$ cat config.mk
export PLATFORM = sky130hd
export DESIGN_NAME = fpu_vector_sequencer
export DESIGN_NICKNAME = d
export VERILOG_FILES = /design/src/rtl/fpu_vector_sequencer.sv
export SDC_FILE = /design/constraint.sdc
export NUM_CORES = 1
export LEC_CHECK = 0
export BUFFER_PORTS_ARGS = -buffer_cell sky130_fd_sc_hd__buf_2
export CELL_PAD_IN_SITES_DETAIL_PLACEMENT = 2
export CELL_PAD_IN_SITES_GLOBAL_PLACEMENT = 2
export CORE_MARGIN = 1.5
export CORE_UTILIZATION = 33
export DETAILED_ROUTE_END_ITERATION = 10
export GPL_ROUTABILITY_DRIVEN = 1
export PLACE_DENSITY = 0.91
export SLEW_MARGIN = 40
export SYNTH_ARGS = -nofsm -noshare
export SYNTH_HDL_FRONTEND = slang
export SYNTH_SLANG_ARGS = --single-unit
$ cat constraint.sdc
create_clock -name clk -period 18.04 [get_ports clk]
set_clock_uncertainty 0.2 [all_clocks]
set_input_delay 2.706 -clock clk [delete_from_list [all_inputs] [get_ports clk]]
set_output_delay 2.706 -clock clk [all_outputs]
set_load 0.05 [all_outputs]
$ cat src/rtl/fpu_vector_sequencer.sv
// fpu_vector_sequencer
//   On-chip vector sequencer for one FPU_top instance. It walks a vector memory of
//   {opcode, round, A, B, expected} entries. For each vector it holds the FPU in
//   reset with stable operands, releases it, and waits for a rising edge on
//   resultReady. It then compares the result and accumulates error and timeout counts.
//
//   Optional feature macro: FPU_SEQ_FAIL_CAPTURE_EN (first-failure index/result capture).
//
//   Ports:
//     clk, reset            clock, asynchronous active-high reset
//     start, stop_on_err    run request (level), stop-at-first-failure (latched at start)
//     busy, done, pass      run status; pass valid with done
//     err_count             saturating count of mismatching vectors
//     timeout_count         saturating count of timed-out vectors
//     fail_index            first failing vector address (feature macro only, else 0)
//     fail_result           first failing result (feature macro only, else 0)
//     vec_addr, vec_data    vector memory address, registered read data
//     fpu_reset             FPU reset (1 = idle)
//     fpu_opcode, fpu_round, fpu_a, fpu_b   FPU operands
//     fpu_ready, fpu_result FPU resultReady / result
module fpu_vector_sequencer #(
  parameter int unsigned N_VECTORS   = 100,
  parameter int unsigned ADDR_W      = 8,
  parameter int unsigned HOLD_CYCLES = 2,
  parameter int unsigned TIMEOUT     = 255,
  parameter int unsigned CNT_W       = 16
) (
  input  logic              clk,
  input  logic              reset,
  input  logic              start,
  input  logic              stop_on_err,
  output logic              busy,
  output logic              done,
  output logic              pass,
  output logic [CNT_W-1:0]  err_count,
  output logic [CNT_W-1:0]  timeout_count,
  output logic [ADDR_W-1:0] fail_index,
  output logic [31:0]       fail_result,
  output logic [ADDR_W-1:0] vec_addr,
  input  logic [101:0]      vec_data,
  output logic              fpu_reset,
  output logic [3:0]        fpu_opcode,
  output logic [1:0]        fpu_round,
  output logic [31:0]       fpu_a,
  output logic [31:0]       fpu_b,
  input  logic              fpu_ready,
  input  logic [31:0]       fpu_result
);

  localparam int unsigned TMR_MAX = (HOLD_CYCLES > TIMEOUT) ? HOLD_CYCLES : TIMEOUT;
  localparam int unsigned TMR_W   = $clog2(TMR_MAX + 1);

  typedef enum logic [2:0] {IDLE, FETCH, LOAD, HOLD, RUN, CHECK, DONE} state_t;

  state_t           state, nextState;
  logic [TMR_W-1:0] cycCnt;
  logic             readyQ;
  logic             stopQ;
  logic             timedOutQ;
  logic [31:0]      expQ;
  logic [31:0]      resultQ;

  logic readyEdge, holdLast, runLast, lastVec, vecFail;

  // State register
  always_ff @(posedge clk or posedge reset) begin
    if (reset) state <= IDLE;
    else       state <= nextState;
  end

  // Next-state logic and per-cycle decode
  always_comb begin
    nextState = state;
    readyEdge = fpu_ready & ~readyQ;
    holdLast  = (cycCnt == TMR_W'(HOLD_CYCLES - 1));
    runLast   = (cycCnt == TMR_W'(TIMEOUT - 1));
    lastVec   = (vec_addr == ADDR_W'(N_VECTORS - 1));
    vecFail   = timedOutQ | (resultQ != expQ);
    case (state)
      IDLE:    if (start) nextState = FETCH;
      FETCH:   nextState = LOAD;
      LOAD:    nextState = HOLD;
      HOLD:    if (holdLast) nextState = RUN;
      RUN:     if (readyEdge || runLast) nextState = CHECK;
      CHECK:   nextState = (lastVec || (stopQ && vecFail)) ? DONE : FETCH;
      DONE:    if (!start) nextState = IDLE;
      default: nextState = IDLE;
    endcase
  end

  // Datapath, status outputs and vector bookkeeping
  always_ff @(posedge clk or posedge reset) begin
    if (reset) begin
      busy          <= 1'b0;
      done          <= 1'b0;
      pass          <= 1'b0;
      err_count     <= '0;
      timeout_count <= '0;
      vec_addr      <= '0;
      fpu_reset     <= 1'b1;
      fpu_opcode    <= '0;
      fpu_round     <= '0;
      fpu_a         <= '0;
      fpu_b         <= '0;
      cycCnt        <= '0;
      readyQ        <= 1'b1;
      stopQ         <= 1'b0;
      timedOutQ     <= 1'b0;
      expQ          <= '0;
      resultQ       <= '0;
    end else begin
      busy      <= (nextState != IDLE) && (nextState != DONE);
      done      <= (nextState == DONE);
      fpu_reset <= (nextState != RUN);
      // Edge detector is only armed inside RUN, so ready already high on the
      // first RUN cycle never counts as completion.
      readyQ    <= (state == RUN) ? fpu_ready : 1'b1;

      if ((state == nextState) && ((state == HOLD) || (state == RUN)))
        cycCnt <= cycCnt + TMR_W'(1);
      else
        cycCnt <= '0;

      case (state)
        IDLE: begin
          if (start) begin
            err_count     <= '0;
            timeout_count <= '0;
            pass          <= 1'b0;
            vec_addr      <= '0;
            stopQ         <= stop_on_err;
          end
        end
        LOAD: begin
          fpu_opcode <= vec_data[101:98];
          fpu_round  <= vec_data[97:96];
          fpu_a      <= vec_data[95:64];
          fpu_b      <= vec_data[63:32];
          expQ       <= vec_data[31:0];
          timedOutQ  <= 1'b0;
          resultQ    <= '0;
        end
        RUN: begin
          if (readyEdge) begin
            resultQ   <= fpu_result;
            timedOutQ <= 1'b0;
          end else if (runLast) begin
            resultQ   <= '0;
            timedOutQ <= 1'b1;
          end
        end
        CHECK: begin
          if (timedOutQ) begin
            if (timeout_count != '1) timeout_count <= timeout_count + CNT_W'(1);
          end else if (resultQ != expQ) begin
            if (err_count != '1) err_count <= err_count + CNT_W'(1);
          end
          if (nextState == FETCH) vec_addr <= vec_addr + ADDR_W'(1);
          // Counts only grow, so the pre-increment values plus this vector decide pass.
          if (nextState == DONE)
            pass <= (err_count == '0) && (timeout_count == '0) && !vecFail;
        end
        default: ;
      endcase
    end
  end

`ifdef FPU_SEQ_FAIL_CAPTURE_EN
  logic failSeen;

  // First-failure capture, frozen until the next start
  always_ff @(posedge clk or posedge reset) begin
    if (reset) begin
      failSeen    <= 1'b0;
      fail_index  <= '0;
      fail_result <= '0;
    end else if ((state == IDLE) && start) begin
      failSeen    <= 1'b0;
      fail_index  <= '0;
      fail_result <= '0;
    end else if ((state == CHECK) && vecFail && !failSeen) begin
      failSeen    <= 1'b1;
      fail_index  <= vec_addr;
      fail_result <= resultQ;
    end
  end
`else
  assign fail_index  = '0;
  assign fail_result = '0;
`endif

endmodule

==> results_dict.tcl <==
set metrics [dict create \
    status "complete, no violations" \
    p_leak_nw 5.22 \
    final_layout_size_suffix_gt1_frac 0.431 \
    min_period_ns 4.31 \
    core_sq_mm 0.0253 \
    cts_buffers 17 \
    pwr_density_cell_mw_per_mm2 186 \
    crit_family "simple AND/OR/NAND/NOR gates" \
    ys_warn_count 0 \
    ctsHoldBuffers 0 \
    timing.hold.worst.class "reg -> reg" \
    vias 6356 \
    cp_max_fo 23 \
    rsz0062_at_grt "false" \
    yosys.area.top_type "dfrtp_1" \
    viasPerCell 4.95 \
    overflow 0 \
    async_flop_share 1.00 \
    grt.total_usage 0.195 \
    setup_tns_ns 0 \
    rows 58 \
    first_global_vias 7214 \
    cts.reportedPaths.clkPinSlew_ns 0.08 \
    syn_inst 686 \
    numPortBuffers 252 \
    htreeDepth 4 \
    clock.fmax_mhz 232 \
    gp_congestion 0.777 \
    grt_pass1_wl_microns 40300 \
    crit_buf_inv 1 \
    hpwl_microns 18900 \
    cts_setup_buffers 0 \
    drtPass1Iterations 4 \
    drt-initial-drc-count 246 \
    area_delta_synth_final_pct 24.5 \
    start_kind "input port" \
    fillCellCount 2691 \
    die_y_microns 164 \
    crit_required_ns 18.16 \
    grt_antenna_before_repair 6 \
    cts_tree "yes" \
    finish.instance_area_sq_mm 0.0107 \
    setup_viol 0 \
    wl_per_cell_microns 19.9 \
    start_util 0.338 \
    relSlewSlack 0.470 \
    tightest_slew_ns 0.790 \
    cts_sinks 192 \
    slew_viol_final 0 \
    cp_slowest_cell "or3_2" \
    postPlaceCellArea_sq_mm 0.0100 \
    io_pins 293 \
    synth.top_cells.by_count "190 x dfrtp_1, 102 x mux2_2, 43 x xor2_1" \
    cp_data_arrival_time_ns 4.43 \
    clk_latency_ns 0.44 \
    max_stage_delay_ns 0.67 \
    synth_ff_type "dfrtp_1" \
    synth.most_common_cell "dfrtp_1" \
    ys_ff_latch 192 \
    die-width_microns 164 \
    synth_area_sq_mm 0.00855 \
    routed_wl_microns 25500 \
    syn_avg_cell_area_sq_um 12.5 \
    clock_path_buffers 2 \
    period_share 0.239 \
    crit_chain "buf_2 > nand2b_1 > or3_2 > a21oi_2 > nor3b_1 > xnor2_1 > nor2_1" \
    root_buffer "clkbuf_16" \
    critical_path_class "in -> reg" \
    drc 0 \
    synth_edf_count 0 \
    finalNetCount 1084 \
    cts_resized 0 \
    grt_max_degree 115 \
    hold_ws_ns 0.307 \
    final_hold_viol_count 0 \
    synth_area_leaders "dfrtp_1 56%, mux2_2 13%, xor2_1 4.4%" \
    ys_seq_area_frac 0.562 \
    synth_cell_type_count 46 \
    finalNonFillerCells 1284 \
    dp_cells 1248 \
    synth_top_area_share 0.556 \
    peakVddDrop_uv 138 \
    crit_path_end_kind "flip-flop" \
    die-area_sq_mm 0.0269 \
    cap_violations 0 \
    antenna_left 0 \
]
==> worst paths after layout <==
kind | from | endpoint | slack [ns] | cells past startpoint
hold reg to reg | fpu_opcode[1]$_DFFE_PP0P_ | fpu_opcode[1]$_DFFE_PP0P_ | 0.31 | 1
max in group asynchronous | reset | expQ[30]$_DFFE_PP0P_ | 14.27 | 3
min in group asynchronous | reset | expQ[20]$_DFFE_PP0P_ | 2.16 | 2
hold / removal | fpu_opcode[1]$_DFFE_PP0P_ | fpu_opcode[1]$_DFFE_PP0P_ | 0.31 | 1
setup / recovery | start | timeout_count[15]$_DFFE_PP0P_ | 13.73 | 7
setup reg to reg | resultQ[20]$_DFFE_PP0P_ | vec_addr[7]$_DFFE_PP0P_ | 14.85 | 7
==> kinds of logic (layout without fill, tap and decap cells) <==
family          count (synthesis)  after routing  share of synthesized area
flops                         192            192                      0.562
simple gates                  173            173                      0.107
mux                           112            112                      0.146
buf+inv                        80            305                     0.0541
compound gates                 60             60                     0.0578
xor+xnor                       60             60                     0.0614
fa+ha+maj                       8              8                     0.0117
other cells                     1             44                   0.000438
==> metal layers <==
metal,track usage,up-vias,part of all wire
met5,0,-,0.0017
met4,0.0508,8,0.011
met3,0.0455,27,0.051
met2,0.355,189,0.55
met1,0.230,3291,0.39
li1,-,2841,-
==> report_power, final <==
| group | switching (mW) | internal, mW |
|---|---|---|
| Combinational | 0.620 | 0.296 |
| Sequential | 0.109 | 0.575 |
| Clock | 0.193 | 0.187 |
| Total | 0.922 | 1.06 |
==> cells in the final DEF, fill, tap and decap left out, types with 14 or more instances in the layout <==
cell type / synthesis / routed
xor2_1: 43 / 43
buf_2: 10 / 252
inv_1: 15 / 14
clkbuf_16: 0 / 17
nor2_1: 41 / 40
dfrtp_1: 190 / 190
xnor2_1: 17 / 17
a22o_1: 32 / 32
nor4_1: 17 / 17
nand2_1: 38 / 38
nand3_1: 16 / 16
mux2_2: 102 / 102
conb_1: 1 / 40
==> registers in the layout, summed over array words and instances (netlist names) <==
register       flops
resultQ           32
expQ              32
stopQ              1
pass               1
fpu_b             32
fpu_reset          1
err_count         16
timeout_count     16
busy               1
fpu_opcode         4
fpu_round          2
cycCnt             8
done               1
vec_addr           8
readyQ             1
state              3
timedOutQ          1
fpu_a             32
==> through the flow <==
| stage | setup slack, ns | util | total power, mW |
|---|---|---|---|
| floorplan | 9.91 | - | 1.38 |
| global placement | 13.26 | 0.396 | 1.57 |
| detailed placement | 13.19 | 0.397 | 1.62 |
| CTS | 13.66 | 0.420 | 2.01 |
| global route | 13.58 | 0.420 | 2.08 |
| finish | 13.73 | 0.421 | 1.98 |
==> area by class of cell <==
class / instances / area, sq um / area share
flip-flops and latches: 192 / 4810 / 0.451
repair buffers: 258 / 1310 / 0.123
inverters: 15 / 68.8 / 0.00646
multi-input cells: 453 / 3450 / 0.324
clock buffers: 18 / 429 / 0.0403
clock inverters: 14 / 161 / 0.0151
diodes: 4 / 10.0 / 0.000940
well taps: 330 / 413 / 0.0388
(Power assumes the default switching activity.)
